### src/rtl/dfp_uvector_scanner.sv
// Reads one uaddr/ucontrol frame over the DFP readback bus by pulsing the four strobes in turn.
// Define DFP_SCAN_CHANGE_EN to build the frame-change flag; otherwise changed is tied low.
module dfp_uvector_scanner #(
   parameter int unsigned SETTLE = 2,
   parameter int unsigned GAP    = 1
) (
   input  logic        clk2,
   input  logic        nreset,
   input  logic        nrsthold,
   input  logic        start,
   input  logic        continuous,
   input  logic [7:0]  fpd,
   output logic        nfpua0,
   output logic        nfpuc0,
   output logic        nfpuc1,
   output logic        nfpuc2,
   output logic        busy,
   output logic        done,
   output logic        valid,
   output logic [7:0]  uaddr_lo,
   output logic [23:0] ucontrol,
   output logic        changed
);

   localparam int unsigned MaxCnt = (SETTLE > GAP) ? SETTLE : GAP;
   localparam int unsigned CntW   = (MaxCnt > 1) ? $clog2(MaxCnt) : 1;
   localparam logic [CntW-1:0] SettleLast = CntW'(SETTLE - 1);
   localparam logic [CntW-1:0] GapLast    = CntW'(GAP - 1);

   typedef enum logic [1:0] {StIdle, StAssert, StGap, StDone} state_e;

   state_e          state_q, state_d;
   logic [1:0]      idx_q, idx_d;
   logic [CntW-1:0] cnt_q, cnt_d;
   logic            capture;
   logic            commit;
   logic [3:0]      strb_q, strb_d;
   logic [7:0]      shadow_q [4];
   logic            valid_q;
   logic [7:0]      uaddr_q;
   logic [23:0]     ucontrol_q;

   always_comb begin
      state_d = state_q;
      idx_d   = idx_q;
      cnt_d   = cnt_q;
      capture = 1'b0;
      if (state_q != StIdle && !nrsthold) begin
         state_d = StIdle;
         idx_d   = '0;
         cnt_d   = '0;
      end else begin
         unique case (state_q)
            StIdle: begin
               if (start && nrsthold) begin
                  state_d = StAssert;
                  idx_d   = '0;
                  cnt_d   = '0;
               end
            end
            StAssert: begin
               if (cnt_q == SettleLast) begin
                  capture = 1'b1;
                  state_d = StGap;
                  cnt_d   = '0;
               end else begin
                  cnt_d = cnt_q + CntW'(1);
               end
            end
            StGap: begin
               if (cnt_q == GapLast) begin
                  cnt_d = '0;
                  if (idx_q == 2'd3) begin
                     state_d = StDone;
                  end else begin
                     state_d = StAssert;
                     idx_d   = idx_q + 2'd1;
                  end
               end else begin
                  cnt_d = cnt_q + CntW'(1);
               end
            end
            StDone: begin
               cnt_d   = '0;
               idx_d   = '0;
               state_d = (continuous || start) ? StAssert : StIdle;
            end
            default: state_d = StIdle;
         endcase
      end
   end

   // Only a full, unaborted frame reaches DONE, so entry into DONE is the commit point.
   assign commit = (state_q == StGap) && (state_d == StDone);

   always_comb begin
      strb_d = 4'hF;
      if (state_d == StAssert) begin
         strb_d[idx_d] = 1'b0;
      end
   end

   always_ff @(posedge clk2 or negedge nreset) begin
      if (!nreset) begin
         state_q    <= StIdle;
         idx_q      <= '0;
         cnt_q      <= '0;
         strb_q     <= 4'hF;
         valid_q    <= 1'b0;
         uaddr_q    <= '0;
         ucontrol_q <= '0;
      end else begin
         state_q <= state_d;
         idx_q   <= idx_d;
         cnt_q   <= cnt_d;
         strb_q  <= strb_d;
         if (commit) begin
            valid_q    <= 1'b1;
            uaddr_q    <= shadow_q[0];
            ucontrol_q <= {shadow_q[3], shadow_q[2], shadow_q[1]};
         end
      end
   end

   always_ff @(posedge clk2 or negedge nreset) begin
      if (!nreset) begin
         for (int i = 0; i < 4; i++) begin
            shadow_q[i] <= '0;
         end
      end else if (capture) begin
         shadow_q[idx_q] <= fpd;
      end
   end

`ifdef DFP_SCAN_CHANGE_EN
   logic changed_q;

   always_ff @(posedge clk2 or negedge nreset) begin
      if (!nreset) begin
         changed_q <= 1'b0;
      end else if (commit) begin
         changed_q <= !valid_q ||
                      ({shadow_q[3], shadow_q[2], shadow_q[1], shadow_q[0]} !=
                       {ucontrol_q, uaddr_q});
      end
   end

   assign changed = changed_q && (state_q == StDone);
`else
   assign changed = 1'b0;
`endif

   assign nfpua0   = strb_q[0];
   assign nfpuc0   = strb_q[1];
   assign nfpuc1   = strb_q[2];
   assign nfpuc2   = strb_q[3];
   assign busy     = (state_q != StIdle);
   assign done     = (state_q == StDone);
   assign valid    = valid_q;
   assign uaddr_lo = uaddr_q;
   assign ucontrol = ucontrol_q;

endmodule

### config.mk
export PLATFORM = sky130hd
export DESIGN_NAME = dfp_uvector_scanner
export DESIGN_NICKNAME = d
export VERILOG_FILES = /design/src/rtl/dfp_uvector_scanner.sv
export SDC_FILE = /design/constraint.sdc
export NUM_CORES = 1
export LEC_CHECK = 0
export ABC_AREA = 1
export ABC_CLOCK_PERIOD_IN_PS = 1450
export BUFFER_PORTS_ARGS = -buffer_cell sky130_fd_sc_hd__buf_2
export CELL_PAD_IN_SITES_DETAIL_PLACEMENT = 1
export CELL_PAD_IN_SITES_GLOBAL_PLACEMENT = 1
export CORE_MARGIN = 1
export CORE_UTILIZATION = 30
export DETAILED_ROUTE_END_ITERATION = 8
export PLACE_DENSITY_LB_ADDON = 0.1
export SKIP_CTS_REPAIR_TIMING = 1
export SYNTH_ARGS = -nofsm -noshare
export SYNTH_HDL_FRONTEND = slang
export SYNTH_SLANG_ARGS = --single-unit
### constraint.sdc
create_clock -name clk2 -period 1.45 [get_ports clk2]
set_input_delay 0.0725 -clock clk2 [delete_from_list [all_inputs] [get_ports clk2]]
set_output_delay 0.0725 -clock clk2 [all_outputs]
set_load 0.005 [all_outputs]
### Word level (Yosys, flattened, before mapping)

Index checks and enable logic that the tools add are counted.

| storage, ports and cells | value |
|---|---|
| output and inout port bits | 40 |
| register bits after elaboration | 74 |
| input bits | 13 |

| operators by class | value |
|---|---|
| eq/ne operators | 7 |
| reduce and logical (&&, ||, !) cells | 9 |
| add/sub/neg operators | 2 |
| bitwise gates (word level) | 2 |
| mux-type cells | 26 |
| $lt $le $gt $ge | 4 |

Operators by type and width:

| operator | count |
|---|---|
| $bwmux W32 | 1 |
| $mux W2 | 9 |
| $demux W8 S2 | 1 |
| $mux W1 | 9 |
| $eq A2 B2 Y1 const B | 4 |
| $mux W8 | 1 |
| $pmux W2 S4 | 1 |
| $pmux W2 S3 | 1 |
| $logic_and A1 B1 Y1 | 5 |
| $eq A2 B1 Y1 const B | 2 |
| $mux W4 | 1 |
| $not A4 Y4 | 1 |
| $pmux W1 S4 | 1 |
| $ge A3 B3 Y1 const B | 1 |
| $lt A2 B3 Y1 const B | 1 |
| $lt A3 B1 Y1 const B | 1 |
| $ne A3 B3 Y1 const B | 1 |
| $not A2 Y3 | 1 |
| $add A2 B1 Y2 const B | 1 |
| $demux W1 S2 | 1 |
| $ge A2 B1 Y1 const B | 1 |
| $logic_not A2 Y1 | 1 |
| $reduce_bool A2 Y1 | 1 |
| $add A1 B1 Y1 const B | 1 |
| other kinds (2) | 2 |

### Depth between registers and ports, before layout

Gate-level depths: netlist (run 1).

| depth | value |
|---|---|
| depth after elaboration | 11 |
| depth in mapped cells | 9 |
| depth with buffers taken out | 8 |

### Least setup slack after synthesis (run 1)

Ideal clock, no wire load.

| timing | value |
|---|---|
| path kind | register -> register |
| start point | register state_q[1] |
| end point | register shadow_q[2] (netlist bit) |
| data arrival time | 1251 ps |
| path slack | 77 ps |
| setup time | 123 ps |
| data required time | 1327 ps |
| cell stages (with the launch flop) | 8 |
| period minus slack after synthesis | 1373 ps |
| cell sequence | dfrtp_1 -> inv_1 -> nand2_1 -> nor3_4 -> nand3_2 -> buf_4 -> nand2_1 -> o21ai_1 |

| on the way | value |
|---|---|
| word-level cells in the longest chain between the ends | 3 |

RTL lines:

| what | line | source |
|---|---|---|
| from (decl) | 32 | `state_e state_q, state_d;` |
| from (signal assigned) | 105 | `state_q <= StIdle;` |
| from (signal assigned) | 113 | `state_q <= state_d;` |
| $eq A2 B1 Y1 or $reduce_bool A2 Y1 (tied branches) | 53, 48 |  |
| $mux W1 or $logic_and A1 B1 Y1 (tied branches) | 53, 48 |  |
| $mux W1 (*) | 48 | `if (state_q != StIdle && !nrsthold) begin` |
| to (signal, indexed assignment) | 131 | `shadow_q[idx_q] <= fpd;` |
| to (decl) | 38 | `logic [7:0] shadow_q [4];` |

Mark *: on every way between the ends. The rest lies on a longest branch, timed or not.
A chain may end at the register's enable or synchronous reset.

### Worst setup path after layout (run 1)

| timing | value |
|---|---|
| start point | register state_q[1] |
| end point | register ucontrol_q[0] (netlist: ucontrol[0]) |

| on the way | value |
|---|---|
| word-level cells in the longest chain between the ends | 5 |

RTL lines:

| what | line | source |
|---|---|---|
| $eq A2 B2 Y1 (tied with other cells) | 53 | `unique case (state_q)` |
| $pmux W2 S4 or $logic_and A1 B1 Y1 (tied branches) | 53, 48 |  |
| $mux W2 | 48 |  |
| $eq A2 B2 Y1 | 94 | `assign commit = (state_q == StGap) && (state_d == StDone);` |
| $logic_and A1 B1 Y1 (*) | 94 |  |
| to (signal assigned) | 120 | `ucontrol_q <= {shadow_q[3], shadow_q[2], shadow_q[1]};` |
| to (decl) | 41 | `logic [23:0] ucontrol_q;` |

Marked as above.

==> results.json, run 1 <==
{
  "cp_max_fo": 21,
  "cp.arrival_ns": 1.68,
  "diodes": 0,
  "hold_class": "input port to flip-flop",
  "synthCells": 319,
  "synth.cell_area_um2": 2990,
  "max_freq_mhz": 691,
  "fin_ws_ns": 0.00198,
  "ir_worst_vdd_uv": 598,
  "rsz0062_at_grt": "yes",
  "grt.total_usage_pct": 15.5,
  "final_cell_count_no_fill": 530,
  "vias": 2392,
  "dr.pass1.iters": 4,
  "drtIter0Drc": 42,
  "tns_ns": 0,
  "final_core_util_pct": 42.1,
  "viasPerCell": 4.51,
  "yosysMostFrequentCell": "nand2_1",
  "fin_nets": 405,
  "cp-start-kind": "flip-flop",
  "htreeDepth": 3,
  "die_x_um": 102,
  "path_clk_slew_ns": 0.08,
  "reg2reg_slack_ns": 0.002,
  "antenna_left": 0,
  "dp.cells": 503,
  "finalCritPeriodShare_pct": 99.9,
  "powerDensity_nw_per_um2": 1340,
  "port_buffers": 51,
  "antenna_found_initial": 0,
  "hold_violations": 0,
  "status": "finished clean",
  "initial_core_util_pct": 30.7,
  "die_h_um": 102,
  "synth.net_count": 332,
  "ys_ff_latch": 74,
  "core_um2": 9730,
  "wirelength_um": 7760,
  "p_leak_nw": 2.14,
  "clockBufferDepth": 2,
  "grt_pass1_wl_um": 12000,
  "gr-total-overflow": 0,
  "r2r-start": "state_q[1]",
  "period_needed_ns": 1.45,
  "drive_above_1_share_pct": 41.3,
  "root_buffer": "clkbuf_8",
  "whs_path_depth": 3,
  "required_ns": 1.68,
  "hpwlAfterDp_um": 5120,
  "end_kind": "flip-flop",
  "maxSlewViolCount": 0,
  "grt_max_degree": 75,
  "yosys_warnings": 0,
  "syn_area_per_cell_um2": 9.37,
  "seq_area_frac_synth_pct": 62.1,
  "endpoint": "ucontrol[0]",
  "synth_edf_count": 0,
  "io_pins": 53,
  "place_ws_ns": -0.0297,
  "first_global_vias": 2371,
  "synth_cell_types": 20,
  "cap_violations": 0,
  "hold-worst-slack_ns": 0.0649,
  "rr_worst_depth": 8,
  "synth_common_cells": "113 x nand2_1, 70 x dfrtp_1, 38 x nand3_1",
  "finalSetupViolCount": 0,
  "crit_path_start": "state_q[1]",
  "yosys.area.top_type_share_pct": 58.6,
  "clk_latency_ns": 0.35,
  "post_drt_wl_per_cell_um": 14.6,
  "dieArea_um2": 10400,
  "yosysTopAreaCell": "dfrtp_1",
  "cts_buffers": 9,
  "cts_tree": "done",
  "path_class": "flip-flop to flip-flop",
  "ff_latch_area_um2": 1860,
  "area_delta_synth_final_pct": 37.0,
  "fin_worst_skew_ns": 0.00848,
  "fillerInstances": 1166,
  "multi_input_area_um2": 1200,
  "place_congestion": 0.728,
  "drc": 0,
  "async_reset_ff_share_pct": 100,
  "timing.rr.end": "ucontrol[0]",
  "cts.sinks": 74,
  "synth_ff_type": "dfrtp_1",
  "num_rows": 36,
  "synthTopCellsByArea": "dfrtp_1 59%, nand2_1 14%, nand3_1 6.4%"
}
-- how the worst min path moves through the flow --
stage	start	end	slack (ns)
after floorplan	nreset	cnt_q	-0.22
after global placement	nreset	idx_q[0]	0.14
after detailed placement	nreset	state_q[0]	0.14
after CTS	nreset	uaddr_lo[5]	-0.24
after global routing	fpd[4]	shadow_q[4]	0.08
final	fpd[7]	shadow_q[7]	0.06
-- worst max-delay path: stages (launching register included) --
cell     delay (ns)
dfrtp_2        0.45
buf_6          0.14
nand2_2        0.08
nand4_1        0.15
nand2_2        0.17
nand2_4        0.08
buf_12         0.16
nand2_1        0.06
nand2_1        0.05
-- power breakdown --
| part | total, mW | switching [mW] | internal (mW) |
|---|---|---|---|
| clock network | 1.71 | 0.775 | 0.934 |
| logic | 1.22 | 0.715 | 0.501 |
| registers | 2.58 | 0.212 | 2.36 |
-- kinds of logic after synthesis --
| kind of cell | synth area share, % |
|---|---|
| simple gates | 26.0 |
| buf+inv | 5.11 |
| other cells | 0.126 |
| flops | 62.1 |
| compound gates | 6.62 |
-- registers in the layout, summed over array words and instances (netlist names) --
signal / flops
ucontrol: 24
cnt_q: 1
strb_q: 4
shadow_q: 32
state_q: 2
valid: 1
uaddr_lo: 8
idx_q: 2
-- through the flow --
stage / cell area (um2) / total power, mW
2_1_floorplan: 2990 / 3.11
3_3_place_gp: 3530 / 3.61
3_5_place_dp: 3530 / 3.63
4_1_cts: 3740 / 5.37
5_1_grt: 4090 / 5.82
6_report: 4090 / 5.50
-- cells in the final DEF (no fill, tap or decap), drive strengths merged, types with 2 or more instances in the layout --
cell,count
nand2,118
buf,72
dfrtp,70
nand3,42
o21ai,33
inv,17
clkbuf,14
nor2,14
dfstp,4
nand4,3
clkinv,3
a21oi,2
-- final cells by class --
type	instances	area share [%]
Clock buffer	12	4.04
Clock inverter	4	1.19
Inverter	18	1.80
Multi-Input combinational cell	214	29.3
Sequential cell	74	45.4
Tap cell	133	4.07
Timing Repair Buffer	75	14.1
-- per-layer routing --
layer	up-vias	track usage (%)	part of all wire [%]
met2	40	25.4	50
met1	1173	20.1	46
met3	6	3.38	3.1
met5	-	0	0
li1	1173	-	-
met4	0	6.02	0.90
No activity file was read; power rests on OpenSTA's default activity.
==> inputs of run 2 (changes only) <==
--- a/config.mk
+++ b/config.mk
@@ -14,4 +14,5 @@
 export CORE_UTILIZATION = 30
 export DETAILED_ROUTE_END_ITERATION = 8
+export HOLD_SLACK_MARGIN = 0.15
 export PLACE_DENSITY_LB_ADDON = 0.1
 export SKIP_CTS_REPAIR_TIMING = 1
==> constraint.sdc (replaced) <==
create_clock -name clk2 -period 1.45 [get_ports clk2]
set_input_delay 0 -clock clk2 [delete_from_list [all_inputs] [get_ports clk2]]
set_output_delay 0 -clock clk2 [all_outputs]
set_load 0.005 [all_outputs]
==> run 2 against run 1 <==
  * Cell count is 1.9% higher
  * Largest power group unchanged
  * Hold slack better by 0.063 ns
  * Power is 0.42% higher
==> results.json, run 2 (synthesis results as in run 1) <==
{
  "status": "finished clean",
  "layout.cells.most_common_list": "96 x nand2_1, 68 x dfrtp_1, 51 x buf_2, 21 x nand3_1, 19 x nand3_2",
  "final_core_util_pct": 43.1,
  "cp-start-kind": "flip-flop",
  "cts_tree": "done",
  "port_buffers": 51,
  "fillerInstances": 1167,
  "diodes": 0,
  "hold_violations": 0,
  "post_drt_wl_per_cell_um": 14.6,
  "htreeDepth": 3,
  "maxSlewViolCount": 0,
  "ir_worst_vdd_uv": 599,
  "required_ns": 1.68,
  "grt_pass1_wl_um": 12000,
  "antenna_found_initial": 0,
  "crit_buf_inv": 2,
  "core_um2": 9730,
  "grt_max_degree": 75,
  "io_pins": 53,
  "path_clk_slew_ns": 0.08,
  "max_stage_delay_ns": 0.45,
  "drc": 0,
  "fin_worst_skew_ns": 0.00922,
  "layout_commonest_cell": "nand2_1",
  "cts_buffers": 9,
  "powerDensity_nw_per_um2": 1320,
  "wirelength_um": 7900,
  "viasPerCell": 4.53,
  "hold_class": "input port to flip-flop",
  "rsz0062_at_grt": "yes",
  "crit_chain": "buf_6 > nand2_2 > nand4_1 > nand2_2 > nand2_4 > buf_12 > nand2_1 > nand2_1",
  "initial_core_util_pct": 30.7,
  "end_kind": "flip-flop",
  "hold-worst-slack_ns": 0.128,
  "fin_nets": 415,
  "path_class": "flip-flop to flip-flop",
  "hpwlAfterDp_um": 5120,
  "root_buffer": "clkbuf_8",
  "worst_path_max_delay_cell": "dfrtp_2",
  "clk_latency_ns": 0.35,
  "area_delta_synth_final_pct": 40.3,
  "cap_violations": 0,
  "clockBufferDepth": 2,
  "gr-total-overflow": 0,
  "power.total_mw": 5.52,
  "num_rows": 36,
  "first_global_vias": 2371,
  "cp_max_fo": 21,
  "vias": 2446,
  "dieArea_um2": 10400,
  "finalSetupViolCount": 0,
  "tns_ns": 0,
  "max_freq_mhz": 693,
  "critical_path.top_delay_family": "simple AND/OR/NAND/NOR gates",
  "drtIter0Drc": 38,
  "grt.total_usage_pct": 15.5,
  "finalCritPeriodShare_pct": 99.5,
  "period_needed_ns": 1.44,
  "top_register": "shadow_q",
  "dr.pass1.iters": 4,
  "p_leak_nw": 2.18,
  "die_x_um": 102,
  "place_congestion": 0.728,
  "cp.arrival_ns": 1.68,
  "die_h_um": 102,
  "cts.sinks": 74,
  "drive_above_1_share_pct": 40.3,
  "largest_reg_flops": 32,
  "antenna_left": 0
}
==> run 2: cell types whose count changed in the layout (fill, tap and decap cells not counted), sizes merged <==
cell,delta
dlygate4sd3,+10
==> run 2: worst paths after layout <==
| kind | from | to | slack (ns) | depth (start not counted) |
|---|---|---|---|---|
| worst min register to register | ucontrol[5] | ucontrol[5] | 0.47 | 2 |
| worst max register to register | state_q[1] | ucontrol[0] | 0.007 | 8 |
| max in group asynchronous | nreset | state_q[1] | 0.90 | 3 |
| worst min-delay path | nrsthold | strb_q[0] | 0.13 | 4 |
| min in group asynchronous | nreset | idx_q[1] | 0.20 | 3 |
| worst max-delay path | state_q[1] | ucontrol[0] | 0.007 | 8 |
==> run 2: cell type report <==
cell class | count | area [um2] | share of cell area (%)
Clock buffer | 12 | 165 | 3.94
Inverter | 18 | 73.8 | 1.76
Clock inverter | 4 | 48.8 | 1.16
Multi-Input combinational cell | 214 | 1200 | 28.6
Timing Repair Buffer | 85 | 678 | 16.2
Sequential cell | 74 | 1860 | 44.3
Tap cell | 133 | 166 | 3.97
==> run 2: stage by stage <==
stage / std cells / cell area, um2 / setup WS (ns)
final: 540 / 4190 / 0.00722
after global routing: 540 / 4190 / -0.0800
after CTS: 519 / 3740 / -0.0526
after detailed placement: 503 / 3530 / -0.0297
after global placement: 503 / 3530 / -0.00838
after floorplan: 319 / 2990 / 0.0769
==> run 2: power breakdown <==
group | switching (mW) | internal (mW) | total, mW
clock network | 0.778 | 0.933 | 1.71
logic | 0.718 | 0.519 | 1.24
registers | 0.212 | 2.36 | 2.58
==> run 2: layer usage <==
metal / global-route usage (%) / wire (um) / vias up
met1: 20.1 / 3590 / 1200
met2: 25.4 / 3950 / 40
li1: - / - / 1195
met5: 0 / 0 / -
met3: 3.38 / 248 / 11
met4: 6.02 / 108 / 0
==> run 2: tightest hold or removal path: stages <==
cell and delay, ns:
buf_2 0.16, nand3_1 0.12, nand4_1 0.10, nand3_1 0.07
==> inputs of run 3 (changes only) <==
CORE_ASPECT_RATIO = 1.25   (was default)
CORE_UTILIZATION = 32   (was 30)
GPL_TIMING_DRIVEN = 0   (was default)
==> run 3 against run 2 <==
  * The flow now finishes with violations (setup timing)
  * Critical path type unchanged
  * First-iteration DRC count grew to 3.9 times the previous value
  * Non-clock buffer count is the same
  * Maximum frequency shrank 5.2%
  * Design area shrank 2.7%
  * Die area shrank 6.1%
  * Highest routed layer unchanged
==> results.json, run 3 (synthesis results as in run 1) <==
{
  "place_congestion": 0.740,
  "rr_worst_depth": 8,
  "cp-start-kind": "flip-flop",
  "wirelength_um": 7600,
  "largest_reg_flops": 32,
  "clockBufferDepth": 2,
  "worst_slew_pin_slew_ns": 0.696,
  "fillerInstances": 1074,
  "drive_above_1_share_pct": 31.0,
  "viasPerCell": 4.60,
  "final_cell_count_no_fill": 529,
  "grt_max_degree": 60,
  "worst_path_max_delay_cell": "dfrtp_2",
  "fin_nets": 414,
  "post_drt_wl_per_cell_um": 14.4,
  "cp.arrival_ns": 1.73,
  "violations": "setup timing",
  "max_freq_mhz": 657,
  "drc": 0,
  "drtIter0Drc": 147,
  "dieArea_um2": 9730,
  "end_kind": "flip-flop",
  "path_class": "flip-flop to flip-flop",
  "die_x_um": 88.4,
  "dp.cells": 494,
  "cts_buffers": 9,
  "hpwlAfterDp_um": 5220,
  "gr-total-overflow": 0,
  "powerDensity_nw_per_um2": 1400,
  "port_buffers": 51,
  "diodes": 0,
  "fin_ws_ns": -0.0712,
  "die_h_um": 110,
  "crit_buf_inv": 3,
  "layout_commonest_cell": "nand2_1",
  "critical_path.top_delay_family": "flip-flops",
  "grt.total_usage_pct": 16.6,
  "htreeDepth": 3,
  "grt_pass1_wl_um": 11900,
  "cts_tree": "done",
  "rsz0062_at_grt": "yes",
  "hold_class": "input port to asynchronous set/reset pin",
  "power.total_mw": 5.72,
  "hold_violations": 0,
  "max_stage_delay_ns": 0.46,
  "period_needed_ns": 1.52,
  "cts.sinks": 74,
  "cap_violations": 0,
  "path_clk_slew_ns": 0.05,
  "slew_headroom_pct": 53.5,
  "fin_worst_skew_ns": 0.00397,
  "p_leak_nw": 2.19,
  "hold-worst-slack_ns": 0.207,
  "required_ns": 1.66,
  "ir_worst_vdd_uv": 561,
  "io_pins": 53,
  "core_um2": 9130,
  "antenna_found_initial": 0,
  "finalCritPeriodShare_pct": 105,
  "root_buffer": "clkbuf_16",
  "clk_latency_ns": 0.33,
  "first_global_vias": 2322,
  "vias": 2434,
  "cp_max_fo": 8,
  "antenna_left": 0,
  "layout.cells.most_common_list": "111 x nand2_1, 66 x dfrtp_1, 53 x buf_2, 38 x nand3_1, 15 x o21ai_2",
  "initial_core_util_pct": 32.7,
  "crit_cells": 8,
  "dr.pass1.iters": 4,
  "num_rows": 39,
  "crit_chain": "inv_4 > nand2_2 > nor3_4 > buf_12 > nand3_4 > buf_6 > nand2_1 > o21ai_1",
  "tns_ns": -0.689,
  "finalSetupViolCount": 38,
  "area_delta_synth_final_pct": 36.5,
  "final_core_util_pct": 44.7,
  "top_register": "shadow_q",
  "status": "finished with violations",
  "maxSlewViolCount": 0
}
run 3: layout make-up:
class	count	area (um2)	area share, %
sequential	74	1860	45.7
multi-input combinational	213	1070	26.3
timing repair buffer	71	499	12.2
clock buffer	15	278	6.81
tap	123	154	3.77
buffer	14	135	3.31
inverter	18	70.1	1.72
clock inverter	1	7.51	0.184
run 3: final timing paths:
check	start	endpoint	slack [ns]
max	state_q[1]	shadow_q[14]	-0.07
min	nreset	uaddr_lo[5]	0.21
max reg2reg	state_q[1]	shadow_q[14]	-0.07
min reg2reg	uaddr_lo[0]	uaddr_lo[0]	0.46
max in group asynchronous	nreset	shadow_q[0]	0.17
min in group clk2	continuous	ucontrol[23]	0.25
run 3: stage by stage:
stage / instance area, um2 / setup WS (ns)
finish: 4080 / -0.0712
global route: 4080 / -0.163
CTS: 3710 / -0.219
detailed placement: 3430 / -0.211
global placement: 3400 / -0.190
floorplan: 2990 / 0.0769
run 3: per-layer routing:
layer	vias up	GRT usage [%]	wire, um
li1	1186	-	-
met1	1205	21.4	3410
met2	33	26.7	3850
met3	10	3.20	214
met4	0	7.95	127
met5	-	0	0
run 3: where the power goes:
part           leakage, nW  internal, mW  switching [mW]
combinational         1.06         0.414           0.624
clock                0.136          1.30           0.816
sequential           0.994          2.37           0.197
run 3: worst min-delay path, stage by stage:
cell           delay (ns)
dlygate4sd3_1        0.53
buf_4                0.13
buf_16               0.26
